<file path="src/rtl/sense_pulse_gen_pkg.sv">
// ---------------------------------------------------------------------------
// sense_pulse_gen_pkg : channel encoding and engine state shared with the heart model
// Revision: 1.0
// ---------------------------------------------------------------------------
`default_nettype none

package sense_pulse_gen_pkg;

  localparam logic CHAN_A = 1'b0;
  localparam logic CHAN_V = 1'b1;

  typedef enum logic [1:0] {
    IDLE  = 2'd0,
    PULSE = 2'd1,
    GAP   = 2'd2
  } eng_state_e;

endpackage

`default_nettype wire

</file>
<file path="src/rtl/sense_pulse_gen_if.sv">
// ---------------------------------------------------------------------------
// sense_pulse_gen_if : valid/ready sense request channel from the heart model
// Revision: 1.0
// ---------------------------------------------------------------------------
`default_nettype none

interface sense_pulse_gen_if;
  logic req_valid;
  logic req_chan;
  logic req_ready;

  modport master (output req_valid, output req_chan, input req_ready);
  modport slave  (input req_valid, input req_chan, output req_ready);
endinterface

`default_nettype wire

</file>
<file path="src/rtl/sense_pulse_gen_chan_engine.sv">
// ---------------------------------------------------------------------------
// sense_chan_engine : one channel IDLE->PULSE->GAP engine with event counter
// Optional SENSE_BLANK_EN adds a pace synchronizer and blanking window.
// Revision: 1.0
// ---------------------------------------------------------------------------
`default_nettype none

module sense_chan_engine
  import sense_pulse_gen_pkg::*;
#(
  parameter int PULSE_CYCLES = 100,
  parameter int GAP_CYCLES   = 50,
  parameter int BLANK_CYCLES = 2000,
  parameter int CNT_W        = 16
) (
  input  logic        clk,
  input  logic        rst,
  input  logic        req_i,
  output logic        ready_o,
`ifdef SENSE_BLANK_EN
  input  logic        pace_i,
  output logic        drop_o,
`endif
  output logic        pulse_o,
  output logic        busy_o,
  output logic [15:0] cnt_o
);

  localparam logic [CNT_W-1:0] PULSE_LOAD = CNT_W'(PULSE_CYCLES - 1);
  localparam logic [CNT_W-1:0] GAP_LOAD   = (GAP_CYCLES > 0) ? CNT_W'(GAP_CYCLES - 1) : '0;

  eng_state_e       state_q, state_d;
  logic [CNT_W-1:0] timer_q, timer_d;
  logic [15:0]      cnt_q, cnt_d;
  logic             pulse_q;
  logic             take;
  logic             blanked;

`ifdef SENSE_BLANK_EN
  logic [2:0]       pace_sync_q;
  logic [CNT_W-1:0] blank_q;
  logic             pace_edge;

  // [0..1] synchronize, [2] holds the previous sample for the rising-edge detect
  assign pace_edge = pace_sync_q[1] & ~pace_sync_q[2];
  assign blanked   = (blank_q != '0);

  always_ff @(posedge clk) begin
    if (rst) begin
      pace_sync_q <= '0;
      blank_q     <= '0;
    end else begin
      pace_sync_q <= {pace_sync_q[1:0], pace_i};
      if (pace_edge) begin
        blank_q <= CNT_W'(BLANK_CYCLES);
      end else if (blank_q != '0) begin
        blank_q <= blank_q - 1'b1;
      end
    end
  end

  assign drop_o = take & blanked;
`else
  assign blanked = 1'b0;
`endif

  assign ready_o = (state_q == IDLE) && !rst;
  assign take    = req_i & ready_o;

  always_comb begin
    state_d = state_q;
    timer_d = timer_q;
    cnt_d   = cnt_q;
    case (state_q)
      IDLE: begin
        if (take && !blanked) begin
          state_d = PULSE;
          timer_d = PULSE_LOAD;
          cnt_d   = cnt_q + 16'd1;
        end
      end
      PULSE: begin
        if (timer_q == '0) begin
          if (GAP_CYCLES == 0) begin
            state_d = IDLE;
          end else begin
            state_d = GAP;
            timer_d = GAP_LOAD;
          end
        end else begin
          timer_d = timer_q - 1'b1;
        end
      end
      GAP: begin
        if (timer_q == '0) begin
          state_d = IDLE;
        end else begin
          timer_d = timer_q - 1'b1;
        end
      end
      default: state_d = IDLE;
    endcase
  end

  always_ff @(posedge clk) begin
    if (rst) begin
      state_q <= IDLE;
      timer_q <= '0;
      cnt_q   <= '0;
      pulse_q <= 1'b0;
    end else begin
      state_q <= state_d;
      timer_q <= timer_d;
      cnt_q   <= cnt_d;
      pulse_q <= (state_d == PULSE);
    end
  end

  assign pulse_o = pulse_q;
  assign busy_o  = (state_q != IDLE);
  assign cnt_o   = cnt_q;

endmodule

`default_nettype wire

</file>
<file path="src/rtl/sense_pulse_gen.sv">
// ---------------------------------------------------------------------------
// sense_pulse_gen : AS/VS sense pulse generator, request demux and ready mux
// Optional SENSE_BLANK_EN enables post-pace blanking and drop counting.
// Revision: 1.0
// ---------------------------------------------------------------------------
`default_nettype none

module sense_pulse_gen
  import sense_pulse_gen_pkg::*;
#(
  parameter int PULSE_CYCLES = 100,
  parameter int GAP_CYCLES   = 50,
  parameter int BLANK_CYCLES = 2000,
  parameter int CNT_W        = 16
) (
  input  logic              clk,
  input  logic              rst,
  sense_pulse_gen_if.slave  req,
  output logic              AS,
  output logic              VS,
  output logic              busy_a,
  output logic              busy_v,
  output logic [15:0]       sense_cnt_a,
  output logic [15:0]       sense_cnt_v,
  input  logic              AP,
  input  logic              VP,
  output logic [7:0]        drop_cnt
);

  logic req_a, req_v;
  logic ready_a, ready_v;

  assign req_a         = req.req_valid & (req.req_chan == CHAN_A);
  assign req_v         = req.req_valid & (req.req_chan == CHAN_V);
  assign req.req_ready = (req.req_chan == CHAN_V) ? ready_v : ready_a;

`ifdef SENSE_BLANK_EN
  logic       drop_a, drop_v;
  logic [7:0] drop_q;

  // Only one request is presented per cycle, so at most one drop per cycle
  always_ff @(posedge clk) begin
    if (rst) begin
      drop_q <= '0;
    end else if ((drop_a || drop_v) && (drop_q != 8'hFF)) begin
      drop_q <= drop_q + 8'd1;
    end
  end

  assign drop_cnt = drop_q;
`else
  logic unused_pace;
  assign unused_pace = AP | VP;
  assign drop_cnt    = '0;
`endif

  sense_chan_engine #(
    .PULSE_CYCLES (PULSE_CYCLES),
    .GAP_CYCLES   (GAP_CYCLES),
    .BLANK_CYCLES (BLANK_CYCLES),
    .CNT_W        (CNT_W)
  ) u_eng_a (
    .clk     (clk),
    .rst     (rst),
    .req_i   (req_a),
    .ready_o (ready_a),
`ifdef SENSE_BLANK_EN
    .pace_i  (AP),
    .drop_o  (drop_a),
`endif
    .pulse_o (AS),
    .busy_o  (busy_a),
    .cnt_o   (sense_cnt_a)
  );

  sense_chan_engine #(
    .PULSE_CYCLES (PULSE_CYCLES),
    .GAP_CYCLES   (GAP_CYCLES),
    .BLANK_CYCLES (BLANK_CYCLES),
    .CNT_W        (CNT_W)
  ) u_eng_v (
    .clk     (clk),
    .rst     (rst),
    .req_i   (req_v),
    .ready_o (ready_v),
`ifdef SENSE_BLANK_EN
    .pace_i  (VP),
    .drop_o  (drop_v),
`endif
    .pulse_o (VS),
    .busy_o  (busy_v),
    .cnt_o   (sense_cnt_v)
  );

endmodule

`default_nettype wire

</file>
<file path="src/flat_wrapper.sv">
// flat-port wrapper written by rule: the top's interface ports become plain ports
module sense_pulse_gen_flat import sense_pulse_gen_pkg::*;
#(
  parameter int PULSE_CYCLES = 100,
  parameter int GAP_CYCLES   = 50,
  parameter int BLANK_CYCLES = 2000,
  parameter int CNT_W        = 16
)
  (clk, rst, AS, VS, busy_a, busy_v, sense_cnt_a, sense_cnt_v, AP, VP, drop_cnt, req_req_valid, req_req_chan, req_req_ready);
  sense_pulse_gen_if req_i ();
  input  logic clk;
  input  logic rst;
  output logic AS;
  output logic VS;
  output logic busy_a;
  output logic busy_v;
  output logic [15:0] sense_cnt_a;
  output logic [15:0] sense_cnt_v;
  input  logic AP;
  input  logic VP;
  output logic [7:0] drop_cnt;
  input wire logic [$bits(req_i.req_valid)-1:0] req_req_valid;
  input wire logic [$bits(req_i.req_chan)-1:0] req_req_chan;
  output wire logic [$bits(req_i.req_ready)-1:0] req_req_ready;
  assign req_i.req_valid = req_req_valid;
  assign req_i.req_chan = req_req_chan;
  assign req_req_ready = req_i.req_ready;
  sense_pulse_gen #(.PULSE_CYCLES(PULSE_CYCLES), .GAP_CYCLES(GAP_CYCLES), .BLANK_CYCLES(BLANK_CYCLES), .CNT_W(CNT_W)) u_core (.clk(clk), .rst(rst), .req(req_i), .AS(AS), .VS(VS), .busy_a(busy_a), .busy_v(busy_v), .sense_cnt_a(sense_cnt_a), .sense_cnt_v(sense_cnt_v), .AP(AP), .VP(VP), .drop_cnt(drop_cnt));
endmodule
</file>
<file path="config.mk">
export PLATFORM = sky130hd
export DESIGN_NAME = sense_pulse_gen_flat
export DESIGN_NICKNAME = d
export VERILOG_FILES = /design/src/rtl/sense_pulse_gen_pkg.sv /design/src/rtl/sense_pulse_gen_if.sv /design/src/rtl/sense_pulse_gen_chan_engine.sv /design/src/rtl/sense_pulse_gen.sv /design/src/flat_wrapper.sv
export SDC_FILE = /design/constraint.sdc
export NUM_CORES = 1
export LEC_CHECK = 0
export BUFFER_PORTS_ARGS = -buffer_cell sky130_fd_sc_hd__buf_2
export CAP_MARGIN = 20
export CORE_MARGIN = 5
export CORE_UTILIZATION = 52
export CTS_BUF_LIST = sky130_fd_sc_hd__clkbuf_16
export CTS_CLUSTER_DIAMETER = 40
export DETAILED_ROUTE_END_ITERATION = 10
export PLACE_DENSITY_LB_ADDON = 0.12
export SYNTH_ARGS = -nofsm -noshare
export SYNTH_HDL_FRONTEND = slang
export SYNTH_SLANG_ARGS = --single-unit
</file>
<file path="constraint.sdc">
create_clock -name clk -period 2.55 [get_ports clk]
set_clock_uncertainty 0.05 [all_clocks]
set_input_delay 0.765 -clock clk [delete_from_list [all_inputs] [get_ports clk]]
set_output_delay 0.765 -clock clk [all_outputs]
set_load 0.005 [all_outputs]
</file>
==> results of run 1 <==
power by group:
group | internal (uW) | switching (uW) | leakage [uW] | total (uW)
clock | 849 | 461 | 0.000150 | 1310
sequential | 1140 | 44.7 | 0.000567 | 1190
combinational | 213 | 324 | 0.00105 | 537
cell families after synthesis:
group,count (synthesis)
AO/OA/AOI/OAI,63
XOR/XNOR,43
adder cells (fa/ha/maj),14
buffers and inverters,33
flip-flops,70
multiplexers,2
other,1
AND/OR/NAND/NOR,199
registers in the layout, indices dropped and copies added (netlist names):
name / count
u_core.u_eng_a.timer_q: 16
u_core.u_eng_v.timer_q: 16
u_core.u_eng_a.pulse_o: 1
u_core.u_eng_a.cnt_o: 16
u_core.u_eng_v.state_q: 2
u_core.u_eng_a.state_q: 2
u_core.u_eng_v.pulse_o: 1
u_core.u_eng_v.cnt_o: 16
layout by cell type, fill, tap and decap left out, drive strengths merged, types with 3 or more instances in the layout:
cell and n:
nor3 18, conb 8, nand3 22, nor2b 3, o21ai 19, nand2 30
a22oi 4, o21a 5, nand4 9, dfxtp 70, a21oi 16, ha 14
xnor2 8, clkinv 4, nor2 78, clkbuf 9, nor4 4, nand4b 4
xor2 35, inv 14, o211ai 3, or4 7, or3 7, nand3b 3
a2111oi 3, buf 57
metrics by stage:
step | util (%) | cell area, sq um | setup WS, ns | hold slack, ns | total power [uW]
after CTS | 62.7 | 4230 | 0.151 | 0.434 | 3060
after detailed placement | 58.0 | 3920 | 0.118 | 0.423 | 1740
after global routing | 62.7 | 4230 | 0.00716 | 0.475 | 3180
after floorplan | - | 3600 | 0.00435 | 0.402 | 1640
after global placement | 58.0 | 3920 | 0.132 | 0.421 | 1740
final | 62.7 | 4230 | 0.180 | 0.431 | 3030
worst max-delay path by stage:
stage / endpoint / cells after the start / slack (ns)
6_report: u_core.u_eng_a.timer_q[8] / 7 / 0.18
5_1_grt: u_core.u_eng_a.timer_q[3] / 8 / 0.007
4_1_cts: u_core.u_eng_a.timer_q[14] / 7 / 0.15
3_5_place_dp: u_core.u_eng_a.timer_q[12] / 7 / 0.12
3_3_place_gp: u_core.u_eng_a.timer_q[12] / 7 / 0.13
2_1_floorplan: u_core.u_eng_a.timer_q[6] / 8 / 0.004
routing by layer:
layer  vias to the layer above  share of wire (%)  GRT usage (%)
met2                        44                 48           30.1
met3                        13                3.2           3.98
met5                         -                  0              0
met4                         0                1.6           6.35
li1                       1579                  -              -
met1                      1400                 47           22.5
worst max-delay path, stage by stage (launching register included):
cell and delay, ns:
dfxtp_1 0.33, inv_1 0.11, ha_1 0.19, or4b_1 0.44, or4_4 0.51, a21oi_4 0.25
a221o_2 0.30, nor2_1 0.07
layout make-up:
type                    instances  area, sq um
fillers                       620         2520
multi-input cells             329         2040
flip-flops and latches         70         1400
repair buffers                 57          328
clock buffers                   9          225
well taps                      80          100
clock inverters                 7         88.8
inverters                      14         52.6
==> results.md, run 1 <==
* Drt first pass iters at 5
* Min-delay src: u_core.u_eng_a.cnt_o[15]
* Vias in the first global route at ~2,800
* Die Span X at about 93 microns
* Final instance count without filler cells at ~570
* RSZ-0062 raised after global routing: no
* Top post-synthesis cells by area: dfxtp_1, xor2_1, nor2_1, ha_1, nand2_1
* Die Ht at about 93 microns
* Max-slew violations at 0
* Via-to-Cell Ratio at 5.36
* Pin count of the biggest net entering global routing at 33
* N_diodes at 0
* Total CTS buffers at 9
* Worst VDD drop at between 0.3 and 0.4 mV
* Yosys warns at 0
* GPL Wtd Cong at between 0.8 and 0.9
* Mux cell area share after synthesis at less than 1%
* Worst Hold End: u_core.u_eng_a.cnt_o[15]
* Setup CP Type: flip-flop to flip-flop
* Clock root buffer: clkbuf_16
* Critical path arrival at approximately 2.5 ns
* DPL Wire Length at between 5000 and 6000 microns
* Xor/xnor share of the synthesized area at 10.5%
* Clk Latency, worst-skew pair at between 0.3 and 0.4 ns
* # H-tree levels at 3
* Post-synth top area cell: dfxtp_1
* Cell count after synthesis at between 400 and 500
* Pwr Density at just over 700 mW/mm^2
* Top_reg_cell synth: dfxtp_1
* Min cycle time layout at around 2.4 ns
* Post-synth EDFFs at 0
* Vias at 3,036
* Setup crit end kind: flip-flop
* FF+latch count, synth at 70
* Clk sink count at 70
* # IOs at 51
* Placed cell count at between 500 and 600
* Initial Util at 52.9%
* Pleak at between 0.0015 and 0.002 uW
* Post-synth top area share at about two fifths
* R2R Setup Slk at 0.18 ns
* Die area at around 0.0086 sq mm
* Clk slew on worst S/H paths at ~0.06 ns
* Cts hold-fix bufs at 0
* Detailed-route wire length per cell at 13.0 microns
* Post-CTS Resized at 0
* Remaining global-route overflow at 0
* Reg2Reg Launch Point: u_core.u_eng_a.timer_q[0]
* Initial antenna violation count at 0
* Status: completed
* Simple-Gate Fraction of Synth Area at between 20% and 30%
* Core area at 0.00676 sq mm
* Post-synth ARST share at 0%
* Gr usage total at 17.9%
* Worst r2r dst: u_core.u_eng_a.timer_q[8]
* Initial DRC count at 85
* Netlist cell types at between 50 and 60
* Rel. slew slack at about three fifths
* Share of cells above drive strength 1 at 17.3%
* Worst Hold Path Cells at 2
* Final setup fails at 0
* Final Hold Vio Count at 0
* CP Launch Type: flip-flop
* Drt total wl at approximately 7400 microns
* Hold Path Class: flip-flop to flip-flop
* Fmax at around 0.42 GHz
* Adder-cell share of the synthesized area at about 5%
* Syn Std Cell Area at ~0.0036 sq mm
* Required @ worst endpoint at approximately 2.7 ns
* Worst-path fanout max at 10
* First-pass GRT wire length at between 10,000 and 15,000 microns
* Area delta synth->final at 18.4%
* Setup TNS at 0 ns
* Synth top cells by count: nor2_1, dfxtp_1, xor2_1
* Post-CTS Setup Repair Bufs at 0
* Post-route ant nets at 0
* Final period util at 92.9%
* Clk buf depth at 2
* CTS tree: built
* Detailed-route DRC error count at 0
* Largest family of logic cells by synthesized area: simple AND/OR/NAND/NOR gates
* Sequential share of the synthesized area at about two fifths
* Final nets at approximately 500
* Mapped Avg Cell Area at 8.42 sq um
* # port buffers at 40
* Measured slew at the worst slew-check pin at roughly 0.58 ns
* Max-Cap Viols at 0
* Row count at 30
* Compound-Gate Fraction of Synth Area at 11.8%
* Reg2reg path depth at 7
* Most frequent cell after synthesis: nor2_1
* Worst setup path start: u_core.u_eng_a.timer_q[0]
Power figures use the tool's default switching activity.
==> inputs of run 2 (changes only) <==
--- a/config.mk
+++ b/config.mk
@@ -12,6 +12,7 @@
 export CTS_BUF_LIST = sky130_fd_sc_hd__clkbuf_16
 export CTS_CLUSTER_DIAMETER = 40
 export DETAILED_ROUTE_END_ITERATION = 10
+export GPL_TIMING_DRIVEN = 0
 export PLACE_DENSITY_LB_ADDON = 0.12
 export SYNTH_ARGS = -nofsm -noshare
 export SYNTH_HDL_FRONTEND = slang
==> constraint.sdc (replaced) <==
create_clock -name clk -period 2.1 [get_ports clk]
set_clock_uncertainty 0.05 [all_clocks]
set_input_delay 0.63 -clock clk [delete_from_list [all_inputs] [get_ports clk]]
set_output_delay 0.63 -clock clk [all_outputs]
set_load 0.005 [all_outputs]
==> run 2 against run 1 <==
The flow now finishes with violations (negative setup slack). Cell area grew 20%. Via count grew 11%. Global-route usage grew 2.7 points. Core utilization grew 13 points. Critical path depth is the same. Count of clock-buffer cells in the layout is the same. Sequential cell count is the same. First-iteration DRC count grew 24%.
==> results.md, run 2 (synthesis gave the netlist of run 1 again) <==
* Status: finished with violations
* Violated checks: negative setup slack
* Total CTS buffers at 9
* Min-delay src: u_core.u_eng_a.timer_q[15]
* # port buffers at 39
* Final setup fails at 15
* Final core utilization at between 70% and 80%
* Final instance count without filler cells at 614
* RSZ-0062 raised after global routing: yes
* Drt total wl at around 9300 microns
* Vias at ~3,400
* Critical path arrival at 2.41 ns
* Core area at just under 0.007 sq mm
* Clock root buffer: clkbuf_16
* Sw frac at approximately 31%
* Reg2Reg Launch Point: u_core.u_eng_a.timer_q[2]
* Max-Cap Viols at 0
* Detailed-route DRC error count at 0
* Max incr delay on CP at slightly below 0.6 ns
* Commonest non-fill, non-tap cells in the layout: nor2_1, dfxtp_1, buf_4, buf_2, xor2_1
* Fill count at approximately 460
* Cell mode on critical path: or4_4
* Slowest cell on crit path: or4_4
* R2R Setup Slk at -0.14 ns
* Post-route ant nets at 0
* Initial Util at 52.9%
* Worst-path fanout max at 5
* Gr usage total at approximately 21%
* Min cycle time layout at about 2.2 ns
* Drt first pass iters at 4
* Setup CP Type: flip-flop to flip-flop
* Remaining global-route overflow at 0
* Final period util at 107%
* Placed cell count at ~550
* # H-tree levels at 3
* First-pass GRT wire length at 14,300 microns
* Pre-CTS setup slack at -0.401 ns
* Worst Hold End: u_core.u_eng_a.timer_q[15]
* FF+latch area at between 0.001 and 0.0015 sq mm
* Pint at about 2800 uW
* CTS tree: built
* Fmax at 0.446 GHz
* Hold Path Class: flip-flop to flip-flop
* Row count at 30
* Die area at between 0.008 and 0.009 sq mm
* Worst r2r dst: u_core.u_eng_a.timer_q[15]
* Initial antenna violation count at 0
* Worst VDD drop at around 0.64 mV
* Worst setup margin at -0.140 ns
* Pleak at 0.00204 uW
* Required @ worst endpoint at between 2 and 2.5 ns
* Clk sink count at 70
* Die Ht at between 90 and 100 microns
* Dpl cell area at between 0.003 and 0.004 sq mm
* Clk slew on worst S/H paths at approximately 0.06 ns
* Seq pwr share at between 30% and 40%
* Power share of the combinational group at 27.8%
* Sw Pwr at between 1000 and 1500 uW
* Max-slew violations at 0
* Area delta synth->final at 42.3%
* CP Launch Type: flip-flop
* Pin count of the biggest net entering global routing at 13
* N_diodes at 0
* Vias in the first global route at approximately 3,100
* Share of cells above drive strength 1 at 39.3%
* Initial DRC count at ~110
* Via-to-Cell Ratio at 5.50
* Cts hold-fix bufs at 0
* # IOs at ~50
* GPL Wtd Cong at 0.851
* Setup TNS at -1.33 ns
* Final nets at roughly 550
* Measured slew at the worst slew-check pin at 0.604 ns
* Detailed-route wire length per cell at around 15 microns
* Clk Latency, worst-skew pair at roughly 0.33 ns
* Cell area after layout at between 0.005 and 0.006 sq mm
* Die Span X at 92.9 microns
* Reg2reg path depth at 7
* Clock power frac at between 30% and 40%
* Crit-path cells: or4_4 > or4_4 > a21oi_4 > buf_6 > nor2_4 > a21oi_2 > o21ai_1
* Footprint of the multi-input gates at 0.00248 sq mm
* Setup crit end kind: flip-flop
* Commonest non-fill, non-tap cell in the layout: nor2_1
* Rel. slew slack at between 50% and 60%
* Final Hold Vio Count at 0
* Worst Hold Path Cells at 2
* Pwr Density at roughly 800 mW/mm^2
* DPL Wire Length at 5430 microns
* Clk buf depth at 2
-- run 2: worst max-delay path by stage --
stage	startpoint	endpoint	slack, ns	cells past startpoint
final	u_core.u_eng_a.timer_q[2]	u_core.u_eng_a.timer_q[15]	-0.14	7
after detailed placement	rst	req_req_ready	-0.40	5
after global placement	rst	req_req_ready	-0.42	5
after global routing	u_core.u_eng_a.timer_q[0]	u_core.u_eng_a.timer_q[15]	-0.18	9
after floorplan	rst	u_core.u_eng_a.timer_q[12]	-0.1	7
after CTS	u_core.u_eng_a.timer_q[1]	u_core.u_eng_a.timer_q[10]	-0.16	7
-- run 2: routing by layer --
metal / GRT usage, % / vias to the layer above / wire (microns)
met5: 0 / - / 0
met4: 7.94 / 0 / 219
met2: 36.0 / 75 / 4780
met1: 24.5 / 1593 / 4000
met3: 4.55 / 19 / 319
li1: - / 1687 / -
-- run 2: timing repair --
action                                  in CTS  in global routing
pin swaps                                   33                 29
cloned                                       3                  0
endpoints found under the setup margin      48                 50
setup buffers                               23                 23
resized for setup                           57                 64
-- run 2: metrics by stage --
stage	hold WS, ns	total power [uW]
final	0.446	4080
after global placement	0.424	2170
after CTS	0.451	3870
after detailed placement	0.436	2180
after floorplan	0.403	2030
after global routing	0.459	4260
-- run 2: layout make-up --
class,count,share of cell area (%)
clock buffer,9,4.42
inverter,14,1.23
clock inverter,7,1.28
timing repair buffer,88,11.7
tap,80,1.97
multi-input combinational,329,48.8
buffer,17,2.73
sequential,70,27.8
-- run 2: worst max-delay path, delay by kind of cell (launching register included) --
family / cells / cell delay, ns
and+or+nand+nor: 3 / 1.14
AOI/OAI and AO/OA: 3 / 0.44
DFF: 1 / 0.35
buffers and inverters: 1 / 0.14
-- run 2: power by group through the flow --
stage	sequential, uW	combinational, uW	clock [uW]
2_1_floorplan	1460	576	0
3_3_place_gp	1470	702	0
3_5_place_dp	1470	709	0
4_1_cts	1440	927	1500
5_1_grt	1460	1230	1570
6_report	1460	1140	1490
==> inputs of run 3 (changes only) <==
--- a/config.mk
+++ b/config.mk
@@ -6,9 +6,8 @@
 export NUM_CORES = 1
 export LEC_CHECK = 0
 export BUFFER_PORTS_ARGS = -buffer_cell sky130_fd_sc_hd__buf_2
-export CAP_MARGIN = 20
 export CORE_MARGIN = 5
-export CORE_UTILIZATION = 52
+export CORE_UTILIZATION = 57
 export CTS_BUF_LIST = sky130_fd_sc_hd__clkbuf_16
 export CTS_CLUSTER_DIAMETER = 40
 export DETAILED_ROUTE_END_ITERATION = 10
==> constraint.sdc (replaced) <==
create_clock -name clk -period 2.5 [get_ports clk]
set_clock_uncertainty 0.05 [all_clocks]
set_input_delay 0.75 -clock clk [delete_from_list [all_inputs] [get_ports clk]]
set_output_delay 0.75 -clock clk [all_outputs]
set_load 0.005 [all_outputs]
==> run 3 against run 2 <==
The run now ends clean. Clock power is 19% lower. Combinational power is 43% lower. Hold slack worse by 0.0073 ns. First-iteration DRC count is 33% higher. Via count is 6.5% lower.
==> results.md, run 3 (synthesis gave the netlist of run 1 again) <==
* Rel. slew slack at between 50% and 60%
* # port buffers at 39
* Remaining global-route overflow at 0
* Initial Util at 59.4%
* Area delta synth->final at 21.7%
* Die Span X at between 80 and 90 microns
* First-pass GRT wire length at between 10,000 and 15,000 microns
* CTS tree: built
* Clk buf depth at 2
* Worst-path fanout max at 10
* Vias at 3,155
* Initial antenna violation count at 0
* Clk slew on worst S/H paths at about 0.05 ns
* Drt total wl at ~8000 microns
* Clock root buffer: clkbuf_16
* Drt first pass iters at 4
* Required @ worst endpoint at ~1.7 ns
* Commonest non-fill, non-tap cell in the layout: nor2_1
* Initial DRC count at between 100 and 150
* CP Launch Type: input port
* Met3 routed wirelength at a little under 400 microns
* Top sig layer: met4
* Setup CP Type: input port to primary output
* Max-Cap Viols at 0
* Clk Latency, worst-skew pair at roughly 0.33 ns
* Commonest non-fill, non-tap cells in the layout: nor2_1, dfxtp_1, buf_2, xor2_1, nand2_1
* Pin count of the biggest net entering global routing at 12
* Placed cell count at around 550
* Row count at 28
* Die Ht at slightly below 90 microns
* Final instance count without filler cells at around 570
* # H-tree levels at 3
* Final setup fails at 0
* Share of cells above drive strength 1 at about a fifth
* Met2 routed WL at 3860 microns
* Pleak at ~0.0018 uW
* Pint at ~2200 uW
* Max-slew violations at 0
* Sw frac at roughly 29%
* Power share of the combinational group at 21.0%
* Detailed-route wire length per cell at 14.1 microns
* Min cycle time layout at roughly 2.4 ns
* Setup crit end kind: primary output
* GPL Wtd Cong at between 0.8 and 0.9
* Total CTS buffers at 9
* Seq pwr share at about two fifths
* Final period util at between 90% and 100%
* Hold WS at between 0.4 and 0.5 ns
* Final nets at around 500
* Hold Path Class: flip-flop to flip-flop
* Detailed-route DRC error count at 0
* Fmax at ~0.42 GHz
* Tot Pwr at 3070 uW
* Worst VDD drop at approximately 0.42 mV
* Die area at around 0.0080 sq mm
* # IOs at 51
* DPL Wire Length at between 5000 and 6000 microns
* Vias in the first global route at about 2,900
* Via-to-Cell Ratio at approximately 5.5
* Critical path arrival at around 1.6 ns
* Pwr Density at between 700 and 800 mW/mm^2
* Measured slew at the worst slew-check pin at approximately 0.6 ns
* Gr usage total at between 20% and 30%
* Setup TNS at 0 ns
* Met1 wire length at 3570 microns
* Sw Pwr at about 880 uW
* Post-route ant nets at 0
* Clk sink count at 70
* Final Hold Vio Count at 0
* Clock power frac at about two fifths
* N_diodes at 0
* Core area at between 0.006 and 0.007 sq mm
* Status: completed
run 3: power groups by stage:
stage | combinational (uW) | sequential, uW | clock [uW]
floorplan | 451 | 1220 | 0
global placement | 552 | 1230 | 0
detailed placement | 562 | 1230 | 0
CTS | 571 | 1210 | 1240
global route | 720 | 1220 | 1290
finish | 647 | 1210 | 1210
run 3: path summary, 6_finish.rpt:
kind              slack (ns)                      start  cells after the start                          to
setup / recovery        0.09                        rst                      5               req_req_ready
hold / removal          0.44   u_core.u_eng_a.cnt_o[15]                      2    u_core.u_eng_a.cnt_o[15]
setup reg to reg        0.10  u_core.u_eng_v.timer_q[1]                     10  u_core.u_eng_v.timer_q[12]
hold reg to reg         0.44   u_core.u_eng_a.cnt_o[15]                      2    u_core.u_eng_a.cnt_o[15]
run 3: timing repair:
| action | 4_1_cts | 5_1_grt |
|---|---|---|
| hold buffers | 0 | 0 |
| buffers inserted | 0 | 9 |
| hold endpoints to repair | 0 | 0 |
| endpoints found under the setup margin | 14 | 35 |
| cloned | 0 | 1 |
| gates resized for setup | 5 | 25 |
| pin swaps | 0 | 6 |
run 3: layout make-up:
type | count | area [sq um]
clock buffer | 9 | 225
fill | 476 | 1670
timing repair buffer | 49 | 268
multi-input combinational | 329 | 2130
buffer | 19 | 124
inverter | 14 | 52.6
tap | 75 | 93.8
clock inverter | 7 | 58.8
sequential | 70 | 1400
run 3: routing by layer:
layer	up-vias	global-route usage (%)
met1	1444	26.7
met5	-	0
met4	0	11.0
li1	1609	-
met3	20	3.69
met2	82	34.4
run 3: critical path: stages:
cell,delay (ns)
buf_2,0.18
clkbuf_4,0.24
clkbuf_4,0.22
nor2_1,0.07
buf_2,0.13
run 3: per-stage QoR:
stage / setup WS (ns) / area [sq um] / utilization [%]
after global routing: -0.0517 / 4350 / 72.2
after floorplan: 0.000575 / 3610 / -
after CTS: 0.0148 / 4190 / 69.6
after detailed placement: -0.362 / 3900 / 64.7
after global placement: -0.366 / 3900 / 64.7
final: 0.0934 / 4350 / 72.2
